<file path="config.mk">
export PLATFORM = sky130hd
export DESIGN_NAME = multicycle_control
export DESIGN_NICKNAME = d
export VERILOG_FILES = /design/src/rtl/multicycle_control.sv
export SDC_FILE = /design/constraint.sdc
export NUM_CORES = 1
export LEC_CHECK = 0
export ABC_AREA = 1
export ABC_CLOCK_PERIOD_IN_PS = 1600
export CAP_MARGIN = 20
export CORE_UTILIZATION = 46
export CTS_CLUSTER_DIAMETER = 50
export CTS_CLUSTER_SIZE = 20
export DETAILED_ROUTE_END_ITERATION = 12
export GPL_ROUTABILITY_DRIVEN = 1
export GPL_TIMING_DRIVEN = 0
export MAX_ROUTING_LAYER = met4
export PLACE_DENSITY = 0.76
export SETUP_SLACK_MARGIN = 0.02
export SLEW_MARGIN = 5
export SYNTH_ARGS = -nofsm -noshare
export SYNTH_HDL_FRONTEND = slang
export SYNTH_SLANG_ARGS = --single-unit
</file>
<file path="constraint.sdc">
create_clock -name clk -period 1.6 [get_ports clk]
set_clock_uncertainty 0.15 [all_clocks]
set_input_delay 0.4 -clock clk [delete_from_list [all_inputs] [get_ports clk]]
set_output_delay 0.4 -clock clk [all_outputs]
set_load 0.01 [all_outputs]
</file>
<file path="src/rtl/multicycle_control.sv">
// rtl/multicycle_control.sv - main control FSM of the 32-bit multicycle processor
module multicycle_control #(
  parameter logic [5:0] OPC_RTYPE = 6'h00,
  parameter logic [5:0] OPC_LW    = 6'h23,
  parameter logic [5:0] OPC_SW    = 6'h2B,
  parameter logic [5:0] OPC_BEQ   = 6'h04,
  parameter logic [5:0] OPC_J     = 6'h02,
  parameter logic [5:0] OPC_ADDI  = 6'h08
) (
  input  logic        clk,
  input  logic        rst_n,
  input  logic [5:0]  opcode,
  input  logic        mem_ready,
  output logic        pc_write,
  output logic        pc_write_cond,
  output logic        i_or_d,
  output logic        mem_read,
  output logic        mem_write,
  output logic        ir_write,
  output logic        mem_to_reg,
  output logic        reg_dst,
  output logic        reg_write,
  output logic        alu_src_a,
  output logic [1:0]  alu_src_b,
  output logic [1:0]  alu_op,
  output logic [1:0]  pc_source,
  output logic        illegal_op,
  output logic [31:0] instr_count,
  output logic [3:0]  state
);

  typedef enum logic [3:0] {
    S_IDLE      = 4'd0,
    S_FETCH     = 4'd1,
    S_DECODE    = 4'd2,
    S_MEM_ADDR  = 4'd3,
    S_MEM_READ  = 4'd4,
    S_MEM_WB    = 4'd5,
    S_MEM_WRITE = 4'd6,
    S_EXECUTE   = 4'd7,
    S_R_WB      = 4'd8,
    S_BRANCH    = 4'd9,
    S_JUMP      = 4'd10,
    S_ADDI_EXEC = 4'd11,
    S_ADDI_WB   = 4'd12
  } state_t;

  // Moore part of the control word; ir_write and the FETCH pc_write are added combinationally
  typedef struct packed {
    logic       pc_write;
    logic       pc_write_cond;
    logic       i_or_d;
    logic       mem_read;
    logic       mem_write;
    logic       mem_to_reg;
    logic       reg_dst;
    logic       reg_write;
    logic       alu_src_a;
    logic [1:0] alu_src_b;
    logic [1:0] alu_op;
    logic [1:0] pc_source;
  } ctrl_t;

  state_t state_q;
  state_t state_d;
  ctrl_t  ctrl_q;
  logic   illegal_set;
  logic   retire;

  function automatic ctrl_t decode(input state_t s);
    ctrl_t c;
    c = '0;
    case (s)
      S_FETCH: begin
        c.mem_read  = 1'b1;
        c.alu_src_b = 2'b01;
      end
      S_DECODE: c.alu_src_b = 2'b11;
      S_MEM_ADDR, S_ADDI_EXEC: begin
        c.alu_src_a = 1'b1;
        c.alu_src_b = 2'b10;
      end
      S_MEM_READ: begin
        c.mem_read = 1'b1;
        c.i_or_d   = 1'b1;
      end
      S_MEM_WB: begin
        c.mem_to_reg = 1'b1;
        c.reg_write  = 1'b1;
      end
      S_MEM_WRITE: begin
        c.mem_write = 1'b1;
        c.i_or_d    = 1'b1;
      end
      S_EXECUTE: begin
        c.alu_src_a = 1'b1;
        c.alu_op    = 2'b10;
      end
      S_R_WB: begin
        c.reg_dst   = 1'b1;
        c.reg_write = 1'b1;
      end
      S_BRANCH: begin
        c.alu_src_a     = 1'b1;
        c.alu_op        = 2'b01;
        c.pc_write_cond = 1'b1;
        c.pc_source     = 2'b01;
      end
      S_JUMP: begin
        c.pc_write  = 1'b1;
        c.pc_source = 2'b10;
      end
      S_ADDI_WB: c.reg_write = 1'b1;
      default: c = '0;
    endcase
    return c;
  endfunction

  // Next-state selection, plus the retire and illegal-opcode events of this cycle
  always_comb begin
    state_d     = state_q;
    illegal_set = 1'b0;
    retire      = 1'b0;
    case (state_q)
      S_IDLE:  state_d = S_FETCH;
      S_FETCH: if (mem_ready) state_d = S_DECODE;
      S_DECODE: begin
        if (opcode == OPC_LW || opcode == OPC_SW) state_d = S_MEM_ADDR;
        else if (opcode == OPC_RTYPE)             state_d = S_EXECUTE;
        else if (opcode == OPC_BEQ)               state_d = S_BRANCH;
        else if (opcode == OPC_J)                 state_d = S_JUMP;
        else if (opcode == OPC_ADDI)              state_d = S_ADDI_EXEC;
        else begin
          illegal_set = 1'b1;
          state_d     = S_FETCH;
        end
      end
      S_MEM_ADDR: state_d = (opcode == OPC_SW) ? S_MEM_WRITE : S_MEM_READ;
      S_MEM_READ: if (mem_ready) state_d = S_MEM_WB;
      S_MEM_WRITE: begin
        if (mem_ready) begin
          state_d = S_FETCH;
          retire  = 1'b1;
        end
      end
      S_EXECUTE:   state_d = S_R_WB;
      S_ADDI_EXEC: state_d = S_ADDI_WB;
      S_MEM_WB, S_R_WB, S_BRANCH, S_JUMP, S_ADDI_WB: begin
        state_d = S_FETCH;
        retire  = 1'b1;
      end
      default: state_d = S_FETCH;
    endcase
  end

  // State, registered control word, sticky illegal flag and retire counter
  always_ff @(posedge clk or negedge rst_n) begin
    if (!rst_n) begin
      state_q     <= S_IDLE;
      ctrl_q      <= '0;
      illegal_op  <= 1'b0;
      instr_count <= 32'd0;
    end else begin
      state_q <= state_d;
      ctrl_q  <= decode(state_d);
      if (illegal_set) illegal_op <= 1'b1;
      if (retire) instr_count <= instr_count + 32'd1;
    end
  end

  assign ir_write      = (state_q == S_FETCH) && mem_ready;
  assign pc_write      = ctrl_q.pc_write | ir_write;
  assign pc_write_cond = ctrl_q.pc_write_cond;
  assign i_or_d        = ctrl_q.i_or_d;
  assign mem_read      = ctrl_q.mem_read;
  assign mem_write     = ctrl_q.mem_write;
  assign mem_to_reg    = ctrl_q.mem_to_reg;
  assign reg_dst       = ctrl_q.reg_dst;
  assign reg_write     = ctrl_q.reg_write;
  assign alu_src_a     = ctrl_q.alu_src_a;
  assign alu_src_b     = ctrl_q.alu_src_b;
  assign alu_op        = ctrl_q.alu_op;
  assign pc_source     = ctrl_q.pc_source;
  assign state         = state_q;

endmodule

</file>
==> metrics.txt, run 1 <==
fin crit share=123%; simple-gate share of the synthesized area=35.4%; DRC Markers=0; Setup CP Type=flip-flop to output port; DIE WIDTH=82.1 um; CTS tree=done; Nets=544; most common cell after layout, fill and taps aside=nand2_1; grt total ovfl=0; Tot GR Track Use=28.5%; Hold Crit Class=flip-flop to flip-flop; Post-Synthesis Cells=410; worst-margin pin slew=0.502 ns; flop and latch count out of synthesis=51; CTS root buf=clkbuf_8; Routed Antenna Nets=0; commonest cells after routing, fill and taps aside=nand2_1, buf_4, inv_1; synth warn=0; CP max stage delay=0.44 ns; Vias/cell=5.14; Post-Syn Nets=420; critical path required time=1.05 ns; final-report max-slew violation count=0; worst skew pair latency=0.31 ns; sequential share of the synthesized area=43.3%; DR WL/cell=15.3 um; # IOs=62; input/output buffers=61; Layout Cells excl Fill=610; largest area contributor in the netlist=dfrtp_1; number of global-route vias before repair=2947; top cell type's share of synthesized area=43.3%; Syn-to-layout area delta=57.7%; die area=6740 um^2; largest net degree at the start of global routing=31; core area=6060 um^2; Worst setup SP type=flip-flop; failing checks=negative setup slack; wire length of the first global-routing pass=13800 um; antenna cells=0; Post-Route WL=9310 um; crit path launch=state[3]; Post-Syn Area per Cell=7.19 um^2; final hold vios=0; Adder-Cell Fraction of Synth Area=0.424%; worst r2r src=state[2]; Worst Path Max Fanout=2; leak pwr=2.37 nW; fin crit period=1.98 ns; achievable frequency=506 MHz; CP Capture Type=output port; final worst slack=-0.376 ns; status=finished with violations; post-synthesis compound-gate area fraction=2.63%; RSZ-0062 raised after global routing=true; CTS Buffer Depth=2; initial antenna violation count=0; fillers=412; Inserted Clock Buffers=5; Peak VDD IR=0.919 mV; CP Cell Sequence=nor2_2 > inv_2 > nor2_4 > nand2_2 > inv_2 > or2_4 > buf_6; crit path DAT=1.43 ns; Site Rows=28; Die Y=82.1 um; Synth Area in XOR/XNOR=8.61%; largest family of logic cells by synthesized area=simple AND/OR/NAND/NOR gates; mux share of post-synthesis cell area=0%; DR vias=3138; Max-Slew Margin vs Limit=66.5%; Reg clk slew, reported paths=0.10 ns; top post-synthesis cells by area=dfrtp_1, nand2_1, nor2_1; First DRT Iteration DRCs=172; hpwl dp=5600 um; First-pass DRT Iterations=4; max reg flops=32; final setup vio count=47; most used cell, CP=inv_2; initial core utilization=48.7%; Final GP Congestion=0.977; pwr dens=1330 nW/um^2; H-tree lvl count=2; max capacitance violation total=0; Hold Startpoint=illegal_op; overall power=6.17 mW; dpl cells=547; Critical-path top delay cell=dfrtp_2; Largest Register=instr_count; CTS sink cnt=51; Post-Syn Area=2950 um^2; fraction of layout instances using a drive strength above 1=35.9%; number of unique standard cell types used by synthesis=26
-- synth_stat cells --
cell type,n
xnor2_1,3
or2_2,1
nand2_2,4
a21oi_1,2
nand4_2,1
buf_6,1
buf_4,7
nor3_2,3
nor3_1,12
nor2b_1,1
buf_2,2
inv_2,3
nand2_1,135
o21ai_1,1
inv_1,52
o21ai_0,11
nand4_1,3
ha_1,1
nand3_4,1
clkinv_1,1
nor2_1,61
dfrtp_1,51
nor2_2,2
nand3_1,24
o31ai_1,1
xor2_1,26
-- cell families after synthesis --
family                     count (synthesis)
AOI/OAI and AO/OA                         15
xor gates and xnor gates                  29
adders and majority gates                  1
buffers and inverters                     66
DFF                                       51
and+or+nand+nor                          248
-- stage by stage --
step	setup slack, ns	utilization [%]	hold WS (ns)	TNS, ns	instance area [um^2]
floorplan	-0.0139	-	-0.0456	-0.0139	2970
CTS	-0.334	73.2	0.337	-4.71	4440
global placement	-1.63	60.6	0.309	-86.93	3670
finish	-0.376	76.8	0.333	-9.74	4650
detailed placement	-0.791	60.8	0.244	-13.23	3690
global route	-0.406	76.8	0.344	-13.34	4650
-- cell type report --
| class | instances | area [um^2] | share of cell area [%] |
|---|---|---|---|
| clock buffer | 7 | 86.3 | 1.86 |
| timing repair inverter | 1 | 6.26 | 0.134 |
| timing repair buffer | 116 | 1040 | 22.4 |
| inverter | 56 | 218 | 4.68 |
| buffer | 10 | 101 | 2.18 |
| multi-input combinational | 293 | 1810 | 39.0 |
| tap | 75 | 93.8 | 2.02 |
| clock inverter | 1 | 5.00 | 0.108 |
| sequential | 51 | 1290 | 27.6 |
-- where the power goes --
group	total, mW	switching (mW)	internal [mW]
Clock	0.785	0.435	0.350
Combinational	3.66	1.99	1.67
Sequential	1.72	0.176	1.55
-- critical path: cells and delay by family, from the launching register on --
family                 cells  cell delay (ns)
flip-flops                 1             0.44
buffers and inverters      3             0.23
AND/OR/NAND/NOR            4             0.44
-- timing repair --
| item | in CTS | in global routing |
|---|---|---|
| gates resized for setup | 185 | 68 |
| endpoints found under the setup margin | 88 | 72 |
| pin swaps | 30 | 13 |
| gates cloned | 3 | 1 |
| hold endpoints to repair | 21 | 0 |
| buffers inserted | 44 | 7 |
| hold buffers | 1 | 0 |
-- routing by layer --
| metal | global-route usage [%] | share of wire [%] |
|---|---|---|
| met4 | 11.2 | 2.7 |
| met1 | 34.4 | 42 |
| met5 | - | 0 |
| met3 | 5.67 | 4.8 |
| met2 | 46.6 | 51 |
-- path summary, 6_finish.rpt --
| check | end | slack [ns] | cells after the start |
|---|---|---|---|
| max reg2reg | instr_count[13] | -0.29 | 11 |
| min in group asynchronous | instr_count[6] | 0.43 | 2 |
| max | pc_write | -0.38 | 7 |
| min | illegal_op | 0.33 | 2 |
| max in group asynchronous | instr_count[3] | 0.33 | 3 |
| min reg2reg | illegal_op | 0.33 | 2 |
Note: power is estimated with default switching activity, not from simulation.
==> inputs of run 2 (changes only) <==
--- a/config.mk
+++ b/config.mk
@@ -6,16 +6,16 @@
 export NUM_CORES = 1
 export LEC_CHECK = 0
 export ABC_AREA = 1
-export ABC_CLOCK_PERIOD_IN_PS = 1600
+export ABC_CLOCK_PERIOD_IN_PS = 2500
 export CAP_MARGIN = 20
-export CORE_UTILIZATION = 46
+export CORE_UTILIZATION = 55
 export CTS_CLUSTER_DIAMETER = 50
 export CTS_CLUSTER_SIZE = 20
 export DETAILED_ROUTE_END_ITERATION = 12
 export GPL_ROUTABILITY_DRIVEN = 1
 export GPL_TIMING_DRIVEN = 0
 export MAX_ROUTING_LAYER = met4
-export PLACE_DENSITY = 0.76
+export PLACE_DENSITY = 0.85
 export SETUP_SLACK_MARGIN = 0.02
 export SLEW_MARGIN = 5
 export SYNTH_ARGS = -nofsm -noshare
==> constraint.sdc (replaced) <==
create_clock -name clk -period 2.5 [get_ports clk]
set_clock_uncertainty 0.15 [all_clocks]
set_input_delay 0.625 -clock clk [delete_from_list [all_inputs] [get_ports clk]]
set_output_delay 0.625 -clock clk [all_outputs]
set_load 0.01 [all_outputs]
==> metrics.txt, run 2 (synthesis gave the netlist of run 1 again) <==
DIE WIDTH=75.2 um; commonest cells after routing, fill and taps aside=nand2_1, nor2_1, clkdlybuf4s50_1; worst skew pair latency=0.31 ns; Layout Cells excl Fill=555; grt peak-use layer=met2; Nets=494; # IOs=62; Setup CP Type=input port to output port; met3 usage=5.35%; status=finished, final reports clean; DRC Markers=0; Inserted Clock Buffers=5; Post-Route WL=7630 um; crit path buf inv count=3; core area=5140 um^2; final setup vio count=0; number of global-route vias before repair=2525; achievable frequency=411 MHz; final hold vios=0; Final GP Congestion=0.957; combinational power share=42.5%; Worst Path Max Fanout=5; Worst setup SP type=input port; hpwl dp=5980 um; CP Cell Sequence=dlygate4sd2_1 > nand2_2 > inv_1 > or2_2 > dlygate4sd2_1; worst r2r src=instr_count[0]; CTS sink cnt=51; P_sw=1.23 mW; CTS root buf=clkbuf_8; Max-Slew Margin vs Limit=73.4%; Reg clk slew, reported paths=0.10 ns; placed inst area=3660 um^2; max reg flops=32; fin crit share=97.2%; leak pwr=1.85 nW; switch share=38.5%; Vias/cell=5.06; clock network power share=21.7%; CTS Buffer Depth=2; max capacitance violation total=0; Die Y=75.2 um; CP Capture Type=output port; dpl cells=542; internal power=1.97 mW; die area=5660 um^2; Hold Crit Class=input port to asynchronous set/reset pin; initial antenna violation count=0; crit path DAT=1.66 ns; fin area=3840 um^2; DR vias=2807; Core Util, Final=74.7%; wire length of the first global-routing pass=11800 um; most used cell, CP=dlygate4sd2_1; worst-margin pin slew=0.398 ns; sequential share of power=35.8%; fin crit period=2.43 ns; most common cell after layout, fill and taps aside=nand2_1; met1 Use GR=34.1%; Routed Antenna Nets=0; hold slack=0.0714 ns; pwr dens=833 nW/um^2; Peak VDD IR=0.555 mV; Largest Register=instr_count; First-pass DRT Iterations=4; Syn-to-layout area delta=30.3%; RSZ-0062 raised after global routing=false; grt total ovfl=0; DR WL/cell=13.7 um; H-tree lvl count=2; antenna cells=0; crit path launch=mem_ready; final-report max-slew violation count=0; critical path's top delay family=buffers and inverters; input/output buffers=61; GRT met2 Usage=50.6%; Tot GR Track Use=29.4%; Site Rows=26; fraction of layout instances using a drive strength above 1=9.48%; CP max stage delay=0.31 ns; largest net degree at the start of global routing=36; CTS tree=done; critical path required time=1.73 ns; initial core utilization=57.4%; First DRT Iteration DRCs=168; Critical-path top delay cell=dlygate4sd2_1; Fin Setup TNS=0 ns; hold-fix buffer count after cts=0
-- run 2: what timing repair did --
action,CTS,global route
endpoints found under the setup margin,2,1
buffers inserted,2,3
resized for setup,7,2
pin swaps,0,1
-- run 2: final cells by class --
cell class / instances / area [um^2]
multi-input combinational: 293 / 1390
fill: 416 / 1300
sequential: 51 / 1280
timing repair buffer: 67 / 659
inverter: 56 / 210
tap: 70 / 87.6
buffer: 10 / 73.8
clock buffer: 5 / 68.8
clock inverter: 3 / 67.6
-- run 2: worst register-to-register path, cell delays in order (launching register included) --
cell	delay [ns]
dfrtp_1	0.53
ha_1	0.31
nand3_1	0.19
inv_1	0.09
nand2_1	0.12
nor3_2	0.29
xor2_1	0.17
nand2_1	0.06
nand2_1	0.08
-- run 2: worst paths after layout --
kind                       cells past startpoint  slack (ns)         endpoint
hold / removal                                 1        0.07  instr_count[14]
min in group clk                               2        0.37  instr_count[30]
setup reg to reg                               8        0.46  instr_count[24]
setup / recovery                               5        0.07         pc_write
max in group asynchronous                      2        1.60         state[3]
hold reg to reg                                2        0.37  instr_count[30]
-- run 2: power by group through the flow --
| stage | logic (mW) | registers (mW) | clock network [mW] |
|---|---|---|---|
| 5_1_grt | 1.48 | 1.17 | 0.723 |
| 2_1_floorplan | 0.676 | 1.19 | 0 |
| 3_3_place_gp | 1.25 | 1.15 | 0 |
| 3_5_place_dp | 1.29 | 1.16 | 0 |
| 4_1_cts | 1.32 | 1.14 | 0.704 |
| 6_report | 1.36 | 1.15 | 0.694 |
-- run 2: layer usage --
layer	part of all wire, %	wire length (um)	vias up
met5	0	0	-
met4	2.6	195	0
met3	5.3	404	18
met2	50	3830	106
met1	42	3200	1289
li1	-	-	1394
-- run 2: through the flow --
step                      power [mW]  worst slack, ns
final                           3.20           0.0698
after global routing            3.37          0.00875
after CTS                       3.16           0.0573
after detailed placement        2.46           -0.423
after global placement          2.40           -0.766
after floorplan                 1.87            0.555
